`config.mk`:
```
export PLATFORM = sky130hd
export DESIGN_NAME = regbank_wb_arbiter
export DESIGN_NICKNAME = d
export VERILOG_FILES = /design/src/rtl/regbank_wb_arbiter.sv
export SDC_FILE = /design/constraint.sdc
export NUM_CORES = 1
export LEC_CHECK = 0
export BUFFER_PORTS_ARGS = -buffer_cell sky130_fd_sc_hd__buf_2
export CORE_AREA = 5 5 112 114
export DETAILED_ROUTE_END_ITERATION = 12
export DIE_AREA = 0 0 117 119
export PLACE_DENSITY = 0.9
export REMOVE_ABC_BUFFERS = 1
export SETUP_SLACK_MARGIN = 0.02
export SLEW_MARGIN = 20
export SYNTH_ARGS = -nofsm -noshare
export SYNTH_HDL_FRONTEND = slang
export SYNTH_SLANG_ARGS = --single-unit
```
`constraint.sdc`:
```
create_clock -name clk -period 2.81 [get_ports clk]
set_clock_uncertainty 0.15 [all_clocks]
set_input_delay 0.281 -clock clk [delete_from_list [all_inputs] [get_ports clk]]
set_output_delay 0.281 -clock clk [all_outputs]
set_load 0.005 [all_outputs]
```
`src/rtl/regbank_wb_arbiter.sv`:
```
`default_nettype none
// -----------------------------------------------------------------------------
// regbank_wb_arbiter: two-requester write-back arbiter feeding the REGBank port
// Revision 1.0
// -----------------------------------------------------------------------------
module regbank_wb_arbiter #(
  parameter int WIDTH_ADDR_LENGTH = 5,
  parameter int WIDTH_DATA_LENGTH = 32
) (
  input  logic                              clk,
  input  logic                              rst,
  input  logic                              req0_valid,
  input  logic [WIDTH_ADDR_LENGTH-1:0]      req0_addr,
  input  logic [WIDTH_DATA_LENGTH-1:0]      req0_data,
  output logic                              req0_ready,
  input  logic                              req1_valid,
  input  logic [WIDTH_ADDR_LENGTH-1:0]      req1_addr,
  input  logic [WIDTH_DATA_LENGTH-1:0]      req1_data,
  output logic                              req1_ready,
  output logic [WIDTH_ADDR_LENGTH-1:0]      AddrD,
  output logic [WIDTH_DATA_LENGTH-1:0]      DataD,
  output logic                              RegWEn,
  output logic [2**WIDTH_ADDR_LENGTH-1:0]   pending
);

  logic                         full0, full1;
  logic                         age0, age1;
  logic [WIDTH_ADDR_LENGTH-1:0] addr0, addr1;
  logic [WIDTH_DATA_LENGTH-1:0] data0, data1;
  logic                         last_grant;

  logic                         grant0, grant1;
  logic                         acc0, acc1;
  logic                         load0, load1;
  logic [WIDTH_ADDR_LENGTH-1:0] grant_addr;
  logic [WIDTH_DATA_LENGTH-1:0] grant_data;

  always_comb begin
    grant0 = 1'b0;
    grant1 = 1'b0;
    if (full0 && full1) begin
      if (addr0 == addr1) begin
        // Same destination: the older entry drains first so the newest value lands last.
        grant0 = !age0;
        grant1 = age0;
      end else begin
        grant0 = last_grant;
        grant1 = !last_grant;
      end
    end else begin
      grant0 = full0;
      grant1 = full1;
    end
  end

  assign req0_ready = !rst && (!full0 || grant0);
  assign req1_ready = !rst && (!full1 || grant1);

  assign acc0  = req0_valid && req0_ready;
  assign acc1  = req1_valid && req1_ready;
  assign load0 = acc0 && (req0_addr != '0);
  assign load1 = acc1 && (req1_addr != '0);

  assign grant_addr = grant1 ? addr1 : addr0;
  assign grant_data = grant1 ? data1 : data0;

  always_ff @(posedge clk) begin
    if (rst) begin
      full0      <= 1'b0;
      full1      <= 1'b0;
      age0       <= 1'b0;
      age1       <= 1'b0;
      addr0      <= '0;
      addr1      <= '0;
      data0      <= '0;
      data1      <= '0;
      last_grant <= 1'b1;
      RegWEn     <= 1'b0;
      AddrD      <= '0;
      DataD      <= '0;
    end else begin
      RegWEn <= grant0 || grant1;
      if (grant0 || grant1) begin
        AddrD      <= grant_addr;
        DataD      <= grant_data;
        last_grant <= grant1;
      end

      if (load0) begin
        full0 <= 1'b1;
        addr0 <= req0_addr;
        data0 <= req0_data;
        age0  <= full1 && !grant1;
      end else begin
        if (grant0) full0 <= 1'b0;
        if (grant1) age0 <= 1'b0;
      end

      // A same-cycle load of buf0 makes buf1 the younger of the pair.
      if (load1) begin
        full1 <= 1'b1;
        addr1 <= req1_addr;
        data1 <= req1_data;
        age1  <= (full0 && !grant0) || load0;
      end else begin
        if (grant1) full1 <= 1'b0;
        if (grant0) age1 <= 1'b0;
      end
    end
  end

  always_comb begin
    pending = '0;
    if (full0)  pending[addr0] = 1'b1;
    if (full1)  pending[addr1] = 1'b1;
    if (RegWEn) pending[AddrD] = 1'b1;
    pending[0] = 1'b0;
    if (rst) pending = '0;
  end

endmodule
`default_nettype wire

```
==> impl_metrics.csv <==
group,metric,value,unit
status,status,"finished, violations left",
status,violations,"hold timing",
cts,htreeDepth,4,
setup_path,crit_path_start_kind,"register",
routing,vias,6045,
sta,hold_slack,-0.000298,ns
cts,path_clk_slew,0.06,ns
power,p_leak,3.33,nW
final_layout,drive_gt1_frac,0.274,
cts,insertion_delay,0.41,ns
sta,finalSetupTns,0,ns
routing,initialDrtViolationCount,748,
placement,place_hpwl,11.2,mm
placement,gp_congestion,0.918,
floorplanning,rows,39,
setup_path,worst_path_dominant_cell_family,"simple AND/OR/NAND/NOR gates",
setup_path,cp_slowest_stage_delay,0.82,ns
sta,fin_crit_sh,0.967,
sta,fmax,368,MHz
global_routing,grt_pass1_vias,6034,
routing,dr_wl_met2,9.80,mm
global_routing,grt_pass1_wl,31.1,mm
routing,highest_layer,"met4",
routing,via_per_inst,5.94,
power,ir_worst_vdd,0.457,mV
synth,ys_async_sr_fraction,0,
final_layout,seq_area,2320,um2
floorplanning,core,11300,um2
sta,hold_viol,1,
final_layout,nets,940,
floorplanning,die_y,119,um
flow_run,maxCapViolCount,0,
sta,worst_pin_slew,0.676,ns
cts,clock_path_buffers,2,
cts,cts-root-buf,"clkbuf_16",
final_layout,n_fill_cell,779,
routing,ant_nets,0,
cts,cts_setup_buffers,0,
setup_path,cp.required,2.95,ns
routing,wirelength,19.7,mm
sta,relSlewSlack,0.549,
final_layout,layout_common_cells,"147 x buf_2, 116 x dfxtp_1, 109 x nand2_1",
final_layout,multi_input_area,3430,um2
routing,routedWlPerCell,19.4,um
synth,synth_cell_types,42,
setup_path,critPathBufInv,0,
final_layout,layout_commonest_cell,"buf_2",
setup_path,cp_slowest_cell,"or4_4",
sta,grt_setup_unrepaired,"yes",
placement,portBuffers,148,
global_routing,grt_max_degree,108,
global_routing,antenna_found_initial,0,
cts,clkSinkCount,116,
synth,avgSynthCellArea,8.75,um2
sta,finalSetupViolations,0,
synth,yosysSeqAreaShare,0.388,
synth,syn_area,5980,um2
routing,wl_met1,7.44,mm
sta,period_minus_slack,2.72,ns
min_path,min_path_type,"input pin to register",
cts,cts_buffers,17,
setup_path,path_class,"register to register",
synth,synth_edf_count,0,
synth,ys_warn_count,0,
floorplanning,die_area,13900,um2
sta,finalMaxSlewViolations,0,
setup_path,path_cells,"xor2_1 > nor3_4 > a211oi_1 > or4_4 > mux2_4",
synth,ys_seq_elements,116,
setup_path,worst_setup_path_end_kind,"register",
power,powerDensity,584,nW/um2
final_layout,area_delta_synth_final,33.6,%
synth,synthFlopType,"dfxtp_1",
global_routing,gr-usage-all-layers,0.279,
power,power,4.67,mW
routing,post-route-drc-count,0,
floorplanning,io_pins,150,
synth,syn_inst,684,
floorplanning,start_util,0.529,
floorplanning,die_w,117,um
global_routing,overflow,0,
setup_path,cp.arrival,2.86,ns
routing,dr_wl_met3,1.82,mm
setup_path,crit_fanout,38,
cts,cts_tree,"built",
final_layout,num_antenna_cells,0,
routing,drt-pass1-iter-count,6,
## state kept, by name, summed over array words and instances (netlist names)
name	cells
RegWEn	1
data1	32
data0	32
full1	1
DataD	32
age0	1
last_grant	1
AddrD	5
addr0	5
full0	1
addr1	5
## report_power, final
group	internal, mW	leakage, nW	switching (mW)	total, mW
sequential	1.76	0.954	0.0902	1.85
clock	1.33	0.272	0.811	2.14
combinational	0.322	2.11	0.358	0.680
## cells in the mapped netlist, types with 2 or more instances
| library cell | count | area share |
|---|---|---|
| a21oi_1 | 29 | 0.024 |
| nand2_1 | 109 | 0.068 |
| buf_4 | 2 | 0.0025 |
| nand2b_1 | 70 | 0.073 |
| mux2_2 | 18 | 0.034 |
| nand3_1 | 2 | 0.0017 |
| or4_1 | 2 | 0.0025 |
| nor3b_1 | 9 | 0.011 |
| clkbuf_1 | 46 | 0.029 |
| and3b_1 | 7 | 0.010 |
| o32ai_1 | 2 | 0.0029 |
| nor2b_1 | 38 | 0.040 |
| nand3b_1 | 2 | 0.0025 |
| xnor2_1 | 2 | 0.0029 |
| and3_1 | 8 | 0.0084 |
| a32o_1 | 2 | 0.0033 |
| buf_6 | 3 | 0.0056 |
| nor3_1 | 8 | 0.0067 |
| nor2_1 | 16 | 0.010 |
| o211ai_1 | 74 | 0.093 |
| xor2_1 | 3 | 0.0044 |
| buf_2 | 6 | 0.0050 |
| mux2_4 | 17 | 0.043 |
| o21ai_0 | 5 | 0.0042 |
| inv_1 | 2 | 0.0013 |
| a22oi_1 | 27 | 0.034 |
| mux2i_1 | 37 | 0.062 |
| dfxtp_1 | 116 | 0.39 |
| a222oi_1 | 4 | 0.0067 |
| buf_1 | 6 | 0.0038 |
## through the flow
stage,cells,util,area [um2],worst slack [ns]
2_1_floorplan,620,-,5710,-1.63
3_3_place_gp,927,0.603,6820,0.249
3_5_place_dp,927,0.603,6820,0.177
4_1_cts,1017,0.705,7980,0.160
5_1_grt,1018,0.706,8000,0.0134
6_report,1018,0.706,8000,0.0934
## per-layer routing
metal | vias to the layer above | global-route usage
met1 | 2844 | 0.329
li1 | 2760 | -
met2 | 377 | 0.469
met5 | - | 0
met4 | 0 | 0.115
met3 | 64 | 0.0811
## kinds of logic (layout without fill, tap and decap cells)
logic type	after synthesis	after routing	share of synthesized area
other cells	1	1	0.000627
xor+xnor	5	5	0.00732
mux	72	72	0.138
compound gates	146	146	0.172
simple gates	278	278	0.246
flops	116	116	0.388
buf+inv	66	257	0.0479
## tightest hold or removal path, cell delays in order
cell and delay [ns]:
buf_2 0.10, nand2b_1 0.07, mux2i_1 0.07
## timing repair
item | in CTS | in global routing
endpoints found under the setup margin | 0 | 1
resized for setup | 0 | 1
endpoints found under the hold margin | 57 | 1
hold buffers | 58 | 1
## final timing paths
check / startpoint / end / slack, ns / cells past startpoint
max: addr1[2]$_SDFFE_PP0P_ / data0[10]$_SDFFE_PP0P_ / 0.09 / 5
min: req1_data[13] / data1[13]$_SDFFE_PP0P_ / -0.0003 / 3
max reg2reg: addr1[2]$_SDFFE_PP0P_ / data0[10]$_SDFFE_PP0P_ / 0.09 / 5
min reg2reg: DataD[18]$_SDFFE_PP0P_ / DataD[18]$_SDFFE_PP0P_ / 0.31 / 2
## cell type report
type / count / area share
Timing Repair Buffer: 223 / 0.185
Inverter: 2 / 0.000939
Tap cell: 143 / 0.0224
Clock inverter: 12 / 0.0164
Clock buffer: 20 / 0.0559
Sequential cell: 116 / 0.290
Multi-Input combinational cell: 502 / 0.429
Power figures use the tool's default switching activity.
